$ cat config.mk
export PLATFORM = sky130hd
export DESIGN_NAME = cpu_control
export DESIGN_NICKNAME = d
export VERILOG_FILES = /design/src/rtl/cpu_pkg.sv /design/src/rtl/fetch_port.sv /design/src/rtl/cpu_control.sv
export SDC_FILE = /design/constraint.sdc
export NUM_CORES = 1
export LEC_CHECK = 0
export BUFFER_PORTS_ARGS = -buffer_cell sky130_fd_sc_hd__buf_2
export CORE_MARGIN = 4
export CORE_UTILIZATION = 46
export DETAILED_ROUTE_END_ITERATION = 7
export GPL_ROUTABILITY_DRIVEN = 0
export PLACE_DENSITY_LB_ADDON = 0.12
export SLEW_MARGIN = 40
export SYNTH_ARGS = -nofsm -noshare
export SYNTH_HDL_FRONTEND = slang
export SYNTH_SLANG_ARGS = --single-unit
$ cat constraint.sdc
create_clock -name clk -period 3.8 [get_ports clk]
set_clock_uncertainty 0.2 [all_clocks]
set_input_delay 0.38 -clock clk [delete_from_list [all_inputs] [get_ports clk]]
set_output_delay 0.38 -clock clk [all_outputs]
set_load 0.005 [all_outputs]
$ cat src/rtl/cpu_pkg.sv
// rtl/cpu_pkg.sv - tiny16 sequencer opcodes, FSM states and ALU flag bit indices
package cpu_pkg;

    localparam logic [3:0] OP_NOP  = 4'h0;
    localparam logic [3:0] OP_LDI  = 4'h1;
    localparam logic [3:0] OP_BZ   = 4'h2;
    localparam logic [3:0] OP_ADD  = 4'h3;
    localparam logic [3:0] OP_SUB  = 4'h4;
    localparam logic [3:0] OP_AND  = 4'h5;
    localparam logic [3:0] OP_OR   = 4'h6;
    localparam logic [3:0] OP_XOR  = 4'h7;
    localparam logic [3:0] OP_NOT  = 4'h8;
    localparam logic [3:0] OP_CMP  = 4'h9;
    localparam logic [3:0] OP_SHL  = 4'hA;
    localparam logic [3:0] OP_SHR  = 4'hB;
    localparam logic [3:0] OP_JMP  = 4'hC;
    localparam logic [3:0] OP_ILL0 = 4'hD;
    localparam logic [3:0] OP_ILL1 = 4'hE;
    localparam logic [3:0] OP_HLT  = 4'hF;

    localparam int FLAG_O = 3;
    localparam int FLAG_C = 2;
    localparam int FLAG_N = 1;
    localparam int FLAG_Z = 0;

    typedef enum logic [2:0] {
        FETCH  = 3'd0,
        DECODE = 3'd1,
        OPND   = 3'd2,
        EXEC   = 3'd3,
        WB     = 3'd4,
        HALT   = 3'd5
    } state_t;

    function automatic logic is_alu_op(input logic [3:0] op);
        return (op >= OP_ADD) && (op <= OP_SHR);
    endfunction

endpackage

$ cat src/rtl/fetch_port.sv
// rtl/fetch_port.sv - memory read handshake and program counter shared by instruction and operand fetch
module fetch_port #(
    parameter int              ADDR_W   = 16,
    parameter logic [ADDR_W-1:0] RESET_PC = '0
) (
    input  logic              clk,
    input  logic              rst,
    input  logic              req,
    input  logic              mem_ready,
    input  logic              load_en,
    input  logic [ADDR_W-1:0] load_pc,
    output logic              mem_rd,
    output logic [ADDR_W-1:0] mem_addr,
    output logic              accept
);

    logic [ADDR_W-1:0] pc_q, pc_d;

    // mem_rd is gated by rst so a reset mid-fetch drops the request without waiting for a clock
    always_comb begin
        mem_rd   = req && !rst;
        accept   = mem_rd && mem_ready;
        mem_addr = pc_q;
        pc_d     = pc_q;
        if (accept) begin
            pc_d = load_en ? load_pc : pc_q + ADDR_W'(1);
        end
    end

    always_ff @(posedge clk or posedge rst) begin
        if (rst) begin
            pc_q <= RESET_PC;
        end else begin
            pc_q <= pc_d;
        end
    end

endmodule

$ cat src/rtl/cpu_control.sv
// rtl/cpu_control.sv - tiny16 fetch/decode/execute sequencer; CPU_CONTROL_ILLEGAL_TRAP_EN halts on 1101/1110
module cpu_control
    import cpu_pkg::*;
#(
    parameter int              ADDR_W   = 16,
    parameter logic [ADDR_W-1:0] RESET_PC = '0
) (
    input  logic              clk,
    input  logic              rst,
    output logic [ADDR_W-1:0] mem_addr,
    output logic              mem_rd,
    input  logic              mem_ready,
    input  logic [15:0]       mem_data,
    output logic [3:0]        alu_opcode,
    output logic              alu_ar_flag,
    output logic              alu_out_en,
    input  logic [3:0]        alu_flags,
    output logic [2:0]        rs1_sel,
    output logic [2:0]        rs2_sel,
    output logic [2:0]        rd_sel,
    output logic              reg_we,
    output logic              wb_imm_sel,
    output logic [15:0]       imm_out,
`ifdef CPU_CONTROL_ILLEGAL_TRAP_EN
    output logic              illegal,
`endif
    output logic              halted
);

    state_t      state_q, state_d;
    logic [15:2] ir_q, ir_d;
    logic [3:0]  alu_opcode_q, alu_opcode_d;
    logic        alu_ar_q, alu_ar_d;
    logic [2:0]  rs1_q, rs1_d, rs2_q, rs2_d, rd_q, rd_d;
    logic [15:0] imm_q, imm_d;
    logic [3:0]  op;
    logic        fetch_req, accept, pc_load;
    logic        unused_flags;

    assign op           = ir_q[15:12];
    assign fetch_req    = (state_q == FETCH) || (state_q == OPND);
    assign unused_flags = ^alu_flags[FLAG_O:FLAG_N];
    assign pc_load      = (state_q == OPND) &&
                          ((op == OP_JMP) || ((op == OP_BZ) && alu_flags[FLAG_Z]));

    fetch_port #(.ADDR_W(ADDR_W), .RESET_PC(RESET_PC)) u_fetch_port (
        .clk       (clk),
        .rst       (rst),
        .req       (fetch_req),
        .mem_ready (mem_ready),
        .load_en   (pc_load),
        .load_pc   (mem_data[ADDR_W-1:0]),
        .mem_rd    (mem_rd),
        .mem_addr  (mem_addr),
        .accept    (accept)
    );

    always_ff @(posedge clk or posedge rst) begin
        if (rst) begin
            state_q <= FETCH;
        end else begin
            state_q <= state_d;
        end
    end

    always_comb begin
        state_d = state_q;
        case (state_q)
            FETCH:   if (accept) state_d = DECODE;
            DECODE: begin
                if (is_alu_op(op)) begin
                    state_d = EXEC;
                end else if ((op == OP_LDI) || (op == OP_BZ) || (op == OP_JMP)) begin
                    state_d = OPND;
                end else if (op == OP_HLT) begin
                    state_d = HALT;
`ifdef CPU_CONTROL_ILLEGAL_TRAP_EN
                end else if ((op == OP_ILL0) || (op == OP_ILL1)) begin
                    state_d = HALT;
`endif
                end else begin
                    state_d = FETCH;
                end
            end
            OPND:    if (accept) state_d = (op == OP_LDI) ? WB : FETCH;
            EXEC:    state_d = WB;
            WB:      state_d = FETCH;
            HALT:    state_d = HALT;
            default: state_d = FETCH;
        endcase
    end

    always_comb begin
        reg_we     = (state_q == WB);
        alu_out_en = (state_q == WB) && (op != OP_LDI);
        wb_imm_sel = (state_q == WB) && (op == OP_LDI);
        halted     = (state_q == HALT);
    end

    // ALU controls load on the way into EXEC and then hold until the next ALU instruction
    always_comb begin
        ir_d         = ir_q;
        alu_opcode_d = alu_opcode_q;
        alu_ar_d     = alu_ar_q;
        rs1_d        = rs1_q;
        rs2_d        = rs2_q;
        rd_d         = rd_q;
        imm_d        = imm_q;
        if ((state_q == FETCH) && accept) begin
            ir_d = mem_data[15:2];
        end
        if ((state_q == DECODE) && is_alu_op(op)) begin
            alu_opcode_d = op;
            alu_ar_d     = ir_q[11];
            rs1_d        = ir_q[7:5];
            rs2_d        = ir_q[4:2];
        end
        if ((state_d == WB) && (state_q != WB)) begin
            rd_d = ir_q[10:8];
        end
        if ((state_q == OPND) && accept && (op == OP_LDI)) begin
            imm_d = mem_data;
        end
    end

    always_ff @(posedge clk or posedge rst) begin
        if (rst) begin
            ir_q         <= '0;
            alu_opcode_q <= '0;
            alu_ar_q     <= 1'b0;
            rs1_q        <= '0;
            rs2_q        <= '0;
            rd_q         <= '0;
            imm_q        <= '0;
        end else begin
            ir_q         <= ir_d;
            alu_opcode_q <= alu_opcode_d;
            alu_ar_q     <= alu_ar_d;
            rs1_q        <= rs1_d;
            rs2_q        <= rs2_d;
            rd_q         <= rd_d;
            imm_q        <= imm_d;
        end
    end

    assign alu_opcode  = alu_opcode_q;
    assign alu_ar_flag = alu_ar_q;
    assign rs1_sel     = rs1_q;
    assign rs2_sel     = rs2_q;
    assign rd_sel      = rd_q;
    assign imm_out     = imm_q;

`ifdef CPU_CONTROL_ILLEGAL_TRAP_EN
    logic illegal_q, illegal_d;

    always_comb begin
        illegal_d = illegal_q;
        if ((state_q == DECODE) && ((op == OP_ILL0) || (op == OP_ILL1))) begin
            illegal_d = 1'b1;
        end
    end

    always_ff @(posedge clk or posedge rst) begin
        if (rst) begin
            illegal_q <= 1'b0;
        end else begin
            illegal_q <= illegal_d;
        end
    end

    assign illegal = illegal_q;
`endif

endmodule
==> results.py, run 1 <==
metrics = {
    "status": {
        "status": "finished, final reports clean",
    },
    "floorplan": {
        "die_area_um2": 8189,
        "fp-row-count": 29,
        "core_area_um2": 6495,
        "die_w_um": 90.50,
        "initial_core_util_pct": 48.20,
        "ios": 74,
        "die_h_um": 90.50,
    },
    "finish": {
        "layout-drive-gt1-share_pct": 34.33,
        "num_antenna_cells": 0,
        "nNetsFinal": 387,
        "syn2layout_area_growth_pct": 18.98,
    },
    "sta": {
        "hold_viol": 0,
        "slew_headroom_pct": 57.15,
        "post-route-period-util_pct": 66.38,
        "holdWs_ps": 48.20,
        "rsz0062_at_grt": "false",
        "final.setup.tns_ps": 0,
        "worstMarginPinSlew_ps": 642.0,
        "setup_viol": 0,
        "fin_crit_ps": 2522,
        "slew_viol_final": 0,
        "fmax_mhz": 396.5,
    },
    "clock_tree": {
        "clkTransAtPathRegs_ps": 70,
        "htree_num_levels": 3,
        "cts_sinks": 63,
        "cts_made_buffers": 9,
        "clock_latency_ps": 340,
        "clk_path_buf_depth": 2,
        "cts_tree": "yes",
        "clock-root-buffer": "clkbuf_8",
    },
    "logic_synthesis": {
        "syn_avg_cell_area_um2": 10.54,
        "synth_cell_types": 49,
        "ys_seq_elements": 63,
        "ys_seq_area_share_pct": 50.36,
        "yosysWarnings": 0,
        "synth_nets": 321,
        "synth_area_um2": 3131,
        "syn_inst": 297,
    },
    "grt": {
        "grt_pass1_wl_mm": 12.92,
        "grtUsageTotal_pct": 19.69,
        "grt_max_degree": 37,
        "grt.overflow.total": 0,
        "antenna_found_initial": 0,
        "grt_pass1_vias": 2502,
    },
    "worst_setup_path": {
        "worstPathMaxFanout": 20,
        "critPathKind": "input pin to flip-flop",
        "arrival_ps": 2540,
        "endpoint_kind": "flip-flop",
        "cp.required_ps": 3820,
        "cp-start-kind": "input pin",
    },
    "route": {
        "vias": 2569,
        "drt_iter0_drc": 163,
        "drc_errors": 0,
        "ant_nets": 0,
        "first_pass_iters": 4,
        "wl_per_cell_um": 17.42,
        "routed_wirelength_mm": 7.734,
        "via_per_inst": 5.786,
    },
    "power_and_ir_drop": {
        "power_leakage_nw": 1.845,
        "pwr_density_cell_nw_per_um2": 761.8,
        "vdd_drop_max_mv": 0.3854,
    },
    "hold_path": {
        "hold_path.class": "input pin to flip-flop",
    },
    "job": {
        "max_cap_violations": 0,
    },
    "place": {
        "portBuffers": 70,
        "hpwl_mm": 5.333,
    },
}
final cells by class:
class | count | area, um2
repair buffers | 75 | 390.4
well taps | 77 | 96.34
clock buffers | 11 | 141.4
inverters | 7 | 27.53
multi-input cells | 207 | 1423
fillers | 581 | 2770
clock inverters | 4 | 70.07
flip-flops and latches | 63 | 1577
flip-flops by register name, indices dropped and copies added (netlist names):
| name | flops |
|---|---|
| rd_sel | 3 |
| ir_q | 14 |
| imm_out | 16 |
| u_fetch_port.mem_addr | 16 |
| alu_opcode | 4 |
| state_q | 3 |
| rs1_sel | 3 |
| rs2_sel | 3 |
| alu_ar_flag | 1 |
metal layers:
| metal | routed length (um) | global-route usage [%] | vias to the layer above | share of wire (%) |
|---|---|---|---|---|
| met3 | 564 | 5.667 | 12 | 7.3 |
| met5 | 0 | 0 | - | 0 |
| met2 | 3533 | 30.39 | 95 | 46 |
| met1 | 3527 | 26.73 | 1266 | 46 |
| li1 | - | - | 1196 | - |
| met4 | 109 | 6.122 | 0 | 1.4 |
report_power, final:
part | internal [mW] | switching (mW) | leakage, nW | total [mW]
combinational | 0.499 | 0.446 | 0.956 | 0.945
sequential | 0.961 | 0.300 | 0.780 | 1.26
clock | 0.382 | 0.250 | 0.109 | 0.631
path summary, 6_finish.rpt:
kind,startpoint,end,slack (ps),depth (start not counted)
setup / recovery,rst,ir_q[10],1280,5
hold / removal,mem_data[1],imm_out[1],50,3
setup reg to reg,state_q[2],ir_q[10],1390,3
hold reg to reg,imm_out[10],imm_out[10],270,2
max in group asynchronous,rst,ir_q[2],2090,4
min in group asynchronous,rst,imm_out[12],500,3
synthesized netlist by cell type (all sizes together):
library cell | n | area share, %
a21oi | 15 | 2.4
a22oi | 1 | 0.24
a2bb2oi | 11 | 3.1
a31oi | 1 | 0.20
a41oi | 1 | 0.28
and2 | 4 | 0.80
and3 | 3 | 0.60
and3b | 1 | 0.28
and4 | 3 | 0.84
and4bb | 1 | 0.40
buf | 14 | 2.8
clkbuf | 6 | 0.72
dfrtp | 63 | 50
ha | 1 | 0.40
inv | 7 | 0.84
mux2 | 28 | 10
mux2i | 11 | 3.5
nand2 | 58 | 7.0
nand2b | 1 | 0.20
nand3 | 13 | 2.1
nand3b | 1 | 0.24
nand4 | 9 | 2.0
nand4b | 2 | 0.56
nor2 | 10 | 1.4
nor2b | 2 | 0.40
nor3 | 2 | 0.32
nor4 | 1 | 0.20
nor4b | 3 | 1.7
o2111ai | 1 | 0.28
o211ai | 2 | 0.48
o21a | 2 | 0.48
o21ai | 6 | 1.1
o22ai | 1 | 0.20
o311ai | 2 | 0.56
o31ai | 3 | 0.72
o41a | 1 | 0.36
or3 | 2 | 0.40
or4 | 2 | 0.48
or4b | 1 | 0.44
xor2 | 1 | 0.28
worst max-delay path: stages:
cell,delay [ps]
dlygate4sd3_1,530
buf_2,160
or4b_4,640
nor2_4,430
mux2_2,400
layout by cell type (no fill, tap or decap), types with 2 or more instances in the layout:
master     netlist  layout
buf_2            9      70
nand2_1         58      58
inv_1            7       6
nand4_1          8       8
o211ai_1         2       2
o31ai_1          3       3
o21ai_0          4       4
o311ai_0         2       2
buf_4            2       4
a21oi_1         15      15
o21ai_2          1       2
and3_1           3       3
nand3_1         13      13
clkinv_2         0       3
nor2_1           9       9
mux2_2          25      25
nor4b_2          2       2
clkbuf_8         0      10
bufinv_16        0       2
o21a_1           2       2
nor3_1           2       2
and4_1           3       3
or3_1            2       2
nor2b_1          2       2
or4_1            2       2
a2bb2oi_1       11      11
mux2i_1         11      11
nand4b_1         2       2
dfrtp_1         63      63
and2_1           4       4
mux2_4           3       3
repair_timing:
action	CTS	global route
hold buffers	0	1
gates resized for setup	0	0
buffers inserted	0	0
endpoints found under the setup margin	0	0
hold endpoints to repair	0	30
through the flow:
step | power (mW) | setup slack (ps) | cells | instance area, um2 | util [%]
floorplan | 1.839 | 1476 | 297 | 3131 | -
global placement | 2.178 | 1407 | 428 | 3502 | 53.92
detailed placement | 2.215 | 1383 | 428 | 3502 | 53.92
CTS | 2.866 | 1359 | 443 | 3714 | 57.18
global route | 3.048 | 1210 | 444 | 3725 | 57.35
finish | 2.838 | 1278 | 444 | 3725 | 57.35
cells by family after synthesis:
group / count (synthesis) / synth area share, %
and+or+nand+nor: 119 / 20.34
DFF: 63 / 50.36
AOI/OAI and AO/OA: 47 / 10.35
muxes: 39 / 13.95
buffers and inverters: 27 / 4.316
xor gates and xnor gates: 1 / 0.2798
adders and majority gates: 1 / 0.3996
Note: power is estimated with default switching activity, not from simulation.
==> inputs of run 2 (changes only) <==
==> constraint.sdc (replaced) <==
create_clock -name clk -period 2.1 [get_ports clk]
set_clock_uncertainty 0.2 [all_clocks]
set_input_delay 0.21 -clock clk [delete_from_list [all_inputs] [get_ports clk]]
set_output_delay 0.21 -clock clk [all_outputs]
set_load 0.005 [all_outputs]
==> run 2 against run 1 <==
Against the previous run:
- critical path depth increased by 1
- final area increased by 10%
- utilization increased by 5.9 points
- sequential power increased by 73%
- die area unchanged
- count of clock-buffer cells in the layout unchanged
- register-to-register slack got worse by 1300 ps
- via count increased by 3.6%
- sequential share of layout area decreased by 3.9 points
- first-iteration DRC count increased by 6.1%
- setup slack got worse by 1200 ps
- final cell count increased by 8.3%
- largest cell class unchanged
- largest power group unchanged
==> results.py, run 2 (same netlist as run 1, synthesis figures left out) <==
metrics = {
    "clock_tree": {
        "post_cts_buffers": 0,
        "cts_resized": 0,
        "clk_path_buf_depth": 2,
        "cts_sinks": 63,
        "cts_made_buffers": 9,
        "clkTransAtPathRegs_ps": 60,
        "clock-root-buffer": "clkbuf_8",
        "htree_num_levels": 3,
        "cts_hold_buffers": 17,
        "cts_tree": "yes",
        "clock_latency_ps": 330,
    },
    "sta": {
        "post-route-period-util_pct": 97.71,
        "holdWs_ps": 33.72,
        "fmax_mhz": 487.4,
        "setup_slack_ps": 48.15,
        "setup_viol": 0,
        "rsz0062_at_grt": "false",
        "slew_headroom_pct": 60.17,
        "slew_viol_final": 0,
        "final.setup.tns_ps": 0,
        "worstMarginPinSlew_ps": 597.4,
        "hold_viol": 0,
        "fin_crit_ps": 2052,
    },
    "grt": {
        "grtUsageTotal_pct": 20.22,
        "grt_pass1_vias": 2636,
        "grt_pass1_wl_mm": 13.36,
        "antenna_found_initial": 0,
        "grt.overflow.total": 0,
        "grt_max_degree": 47,
    },
    "finish": {
        "stdcell_area_um2": 4106,
        "num_antenna_cells": 0,
        "layout-drive-gt1-share_pct": 36.63,
        "utilization_pct": 63.22,
        "stdcell_count": 481,
        "nNetsFinal": 423,
        "layout_commonest_cell": "buf_2",
        "final_cell_mix": "buf_2 (70), dfrtp_1 (63), nand2_1 (58)",
        "syn2layout_area_growth_pct": 31.18,
    },
    "route": {
        "routed_wirelength_mm": 7.954,
        "drt_iter0_drc": 173,
        "via_per_inst": 5.532,
        "drc_errors": 0,
        "ant_nets": 0,
        "vias": 2661,
        "wl_per_cell_um": 16.54,
        "first_pass_iters": 5,
    },
    "place": {
        "portBuffers": 70,
        "hpwl_mm": 5.675,
        "dpl-instance-area_um2": 3681,
        "place_ws_ps": 141.7,
        "dp.cells": 448,
    },
    "worst_setup_path": {
        "arrival_ps": 2060,
        "critPathKind": "input pin to flip-flop",
        "worstPathMaxFanout": 11,
        "crit_start": "rst",
        "rrSetupSlack_ps": 140,
        "cp-start-kind": "input pin",
        "regToRegStartpoint": "state_q[0]",
        "cp.required_ps": 2110,
        "endpoint_kind": "flip-flop",
    },
    "floorplan": {
        "die_area_um2": 8189,
        "die_h_um": 90.50,
        "fp-row-count": 29,
        "core_area_um2": 6495,
        "die_w_um": 90.50,
        "ios": 74,
        "initial_core_util_pct": 48.20,
    },
    "hold_path": {
        "worstHoldStart": "mem_ready",
        "hold_path.class": "input pin to flip-flop",
    },
    "status": {
        "status": "finished, final reports clean",
    },
    "power_and_ir_drop": {
        "power_mw": 5.523,
        "power_leakage_nw": 2.038,
        "vdd_drop_max_mv": 0.8259,
        "pwr_density_cell_nw_per_um2": 1345,
    },
    "job": {
        "max_cap_violations": 0,
    },
}
-- run 2: cell count changes in the layout (fill, tap and decap cells not counted) --
cell,change
clkinv_2,-2
bufinv_16,+1
buf_12,+2
buf_4,+18
clkbuf_8,+1
clkbuf_1,-1
clkinvlp_4,+1
clkinv_4,+1
dlygate4sd3_1,+16
-- run 2: power breakdown --
group          switching [mW]  leakage, nW  internal, mW
combinational           0.931         1.13          1.08
sequential              0.439        0.780          1.74
clock                   0.478        0.130         0.854
total                    1.85         2.04          3.68
-- run 2: path summary, 6_finish.rpt --
kind                          endpoint  depth (start not counted)
max in group asynchronous   imm_out[2]                          4
hold reg to reg            imm_out[14]                          2
min in group asynchronous  alu_ar_flag                          4
setup reg to reg               ir_q[3]                          4
setup / recovery               ir_q[3]                          6
hold / removal              state_q[1]                          4
-- run 2: layer usage --
metal / vias to the layer above / GRT usage [%] / routed length (um)
met3: 6 / 4.417 / 494
met5: - / 0 / 0
met2: 94 / 29.77 / 3684
li1: 1271 / - / -
met4: 0 / 7.653 / 74
met1: 1290 / 29.04 / 3701
-- run 2: critical path, stage by stage --
cell           delay (ps)
dlygate4sd3_1         520
buf_2                 160
or4b_4                540
nor2_4                140
buf_12                150
mux2_2                330
-- run 2: area by class of cell --
| type | instances | area [um2] |
|---|---|---|
| fill | 545 | 2389 |
| sequential | 63 | 1577 |
| multi-input combinational | 207 | 1423 |
| timing repair buffer | 111 | 725.7 |
| clock buffer | 11 | 151.4 |
| clock inverter | 5 | 103.9 |
| tap | 77 | 96.34 |
| inverter | 7 | 30.03 |
==> inputs of run 3 (changes only) <==
--- a/config.mk
+++ b/config.mk
@@ -14,4 +14,5 @@
 export SLEW_MARGIN = 40
 export SYNTH_ARGS = -nofsm -noshare
 export SYNTH_HDL_FRONTEND = slang
+export SYNTH_HIERARCHICAL = 1
 export SYNTH_SLANG_ARGS = --single-unit
==> run 3 against run 2 <==
Against the previous run:
- critical path depth up 2
- combinational power fell by 6%
- register-to-register slack got worse by 70 ps
- final area fell by 1.3%
- fmax is 0.81% higher
- via count shrank 8.7%
- wire length is 7.5% lower
- global-route usage is 0.12 points lower
- critical path type unchanged
- critical endpoint is now rd_sel[0]
- largest cell class unchanged
==> results.py, run 3 <==
metrics = {
    "worst_setup_path": {
        "worstPathMaxFanout": 5,
        "endpoint_kind": "flip-flop",
        "cp.required_ps": 2120,
        "rrSetupSlack_ps": 70,
        "arrival_ps": 2060,
        "critPathKind": "input pin to flip-flop",
        "cp-start-kind": "input pin",
    },
    "finish": {
        "layout_commonest_cell": "buf_2",
        "num-fill-cells": 505,
        "syn2layout_area_growth_pct": 34.79,
        "utilization_pct": 63.82,
        "stdcell_area_um2": 4053,
        "num_antenna_cells": 0,
        "final_cell_mix": "buf_2 (69), dfrtp_1 (60), mux2_2 (41)",
        "layout-drive-gt1-share_pct": 48.65,
        "nNetsFinal": 389,
    },
    "floorplan": {
        "core_area_um2": 6350,
        "ios": 74,
        "die_h_um": 88.85,
        "initial_core_util_pct": 47.35,
        "fp-row-count": 29,
        "die_area_um2": 7893,
        "die_w_um": 88.85,
    },
    "route": {
        "wl_per_cell_um": 16.46,
        "first_pass_iters": 4,
        "ant_nets": 0,
        "drc_errors": 0,
        "drt_iter0_drc": 107,
        "routed_wirelength_mm": 7.358,
        "vias": 2429,
        "via_per_inst": 5.434,
    },
    "grt": {
        "busiest_layer": "met2",
        "grt_pass1_wl_mm": 11.96,
        "grt_use_met3_pct": 6.052,
        "met2_usage_pct": 31.44,
        "grt.overflow.total": 0,
        "grt_pass1_vias": 2446,
        "grtUsageTotal_pct": 20.10,
        "antenna_found_initial": 0,
        "grt_max_degree": 36,
        "grtUsageMet1_pct": 26.08,
    },
    "logic_synthesis": {
        "syn_avg_cell_area_um2": 11.88,
        "synth-edff-count": 0,
        "synth_cell_types": 50,
        "synth_area_um2": 3007,
        "ys_async_sr_fraction_pct": 100.0,
        "synth_common_cells": "dfrtp_1 (63), mux2_2 (41), nor2_1 (13), nand2_1 (12), o21ai_0 (12)",
        "synth.area.top_cells": "dfrtp_1 (52%), mux2_2 (15%), o21ai_0 (2.0%)",
        "ys_seq_area_share_pct": 52.43,
        "synth-main-ff-cell": "dfrtp_1",
        "synth.largest_area_cell": "dfrtp_1",
        "ys_seq_elements": 63,
        "syn_inst": 253,
        "synth_nets": 277,
        "yosysWarnings": 6,
        "synth_top_area_share_pct": 52.43,
        "synth_most_common_cell": "dfrtp_1",
    },
    "hold_path": {
        "hold_path.class": "input pin to async pin",
    },
    "sta": {
        "post-route-period-util_pct": 96.93,
        "holdWs_ps": 194.1,
        "setup_viol": 0,
        "final.setup.tns_ps": 0,
        "fmax_mhz": 491.3,
        "rsz0062_at_grt": "true",
        "hold_viol": 0,
        "slew_headroom_pct": 55.67,
        "slew_viol_final": 0,
        "fin_crit_ps": 2035,
        "worstMarginPinSlew_ps": 664.3,
    },
    "place": {
        "hpwl_mm": 5.038,
        "dpl-instance-area_um2": 3586,
        "portBuffers": 70,
    },
    "power_and_ir_drop": {
        "p_int_mw": 3.482,
        "power_frac_comb_pct": 36.4,
        "p_sw_mw": 1.710,
        "power_leakage_nw": 1.906,
        "p_seq_share_pct": 41.1,
        "switching_share_pct": 32.93,
        "power_mw": 5.192,
        "pwr_density_cell_nw_per_um2": 1281,
        "vdd_drop_max_mv": 0.7325,
        "p_clk_share_pct": 22.5,
    },
    "clock_tree": {
        "cts_made_buffers": 9,
        "cts_sinks": 63,
        "clk_path_buf_depth": 2,
        "htree_num_levels": 3,
        "clkTransAtPathRegs_ps": 70,
        "cts_tree": "yes",
        "clock_latency_ps": 340,
        "clock-root-buffer": "clkbuf_8",
    },
    "status": {
        "status": "finished, final reports clean",
    },
    "job": {
        "max_cap_violations": 0,
    },
}
-- run 3: changes by cell type in the layout (fill, tap and decap cells not counted), sizes merged, moves of 5 or more --
cell,previous run,this run
nand4,9,4
o21ai,6,13
nor3,2,9
mux2,28,44
mux2i,11,3
nand2,58,12
a2bb2oi,11,4
-- run 3: final timing paths --
kind | from | endpoint | depth (start not counted)
setup / recovery | rst | rd_sel[0] | 8
hold / removal | rst | state_q[0] | 3
setup reg to reg | state_q[2] | rd_sel[0] | 7
hold reg to reg | imm_out[3] | imm_out[3] | 1
max in group asynchronous | rst | u_fetch_port/mem_addr[4] | 3
min in group clk | mem_ready | state_q[1] | 5
-- run 3: cell type report --
class	count	area, um2	share of cell area [%]
inverters	10	37.54	0.9262
multi-input cells	169	1370	33.81
clock buffers	9	123.9	3.057
well taps	77	96.34	2.377
flip-flops and latches	63	1580	38.99
clock inverters	7	97.59	2.408
repair buffers	112	747.0	18.43
-- run 3: logic make-up (layout without fill, tap and decap cells) --
kind of cell	Yosys count	count (layout)	synth area share [%]
AOI/OAI and AO/OA	48	48	11.11
xor gates and xnor gates	1	1	0.2914
muxes	47	47	17.85
and+or+nand+nor	72	72	14.86
buffers and inverters	21	138	3.038
adders and majority gates	1	1	0.4161
DFF	63	63	52.43
-- run 3: through the flow --
| stage | setup WS [ps] | cells |
|---|---|---|
| 2_1_floorplan | -28.82 | 253 |
| 5_1_grt | -22.14 | 447 |
| 6_report | 64.56 | 447 |
| 3_3_place_gp | 55.19 | 410 |
| 4_1_cts | 0.6787 | 443 |
| 3_5_place_dp | 18.80 | 410 |
-- run 3: critical path, cell delays in order --
cell and delay, ps:
dlygate4sd3_1 530, buf_2 140, nand3b_1 200, inv_2 130, and3_4 210, o21bai_1 130, nand2b_4 190, mux2_4 300
-- run 3: power groups by stage --
stage / Sequential, mW / Clock [mW] / Combinational [mW]
2_1_floorplan: 2.17 / 0 / 0.988
3_5_place_dp: 2.15 / 0 / 1.80
6_report: 2.14 / 1.17 / 1.89
4_1_cts: 2.13 / 1.19 / 1.83
3_3_place_gp: 2.13 / 0 / 1.77
5_1_grt: 2.21 / 1.25 / 2.10
-- run 3: timing repair --
| action | CTS | global route |
|---|---|---|
| gates resized for setup | 0 | 12 |
| hold buffers | 17 | 0 |
| setup endpoints to repair | 0 | 19 |
| setup buffers | 0 | 4 |
| endpoints found under the hold margin | 96 | 0 |
-- run 3: layer usage --
metal | wire, um | vias up
li1 | - | 1145
met1 | 3244 | 1201
met2 | 3538 | 70
met3 | 427 | 13
met4 | 148 | 0
met5 | 0 | -
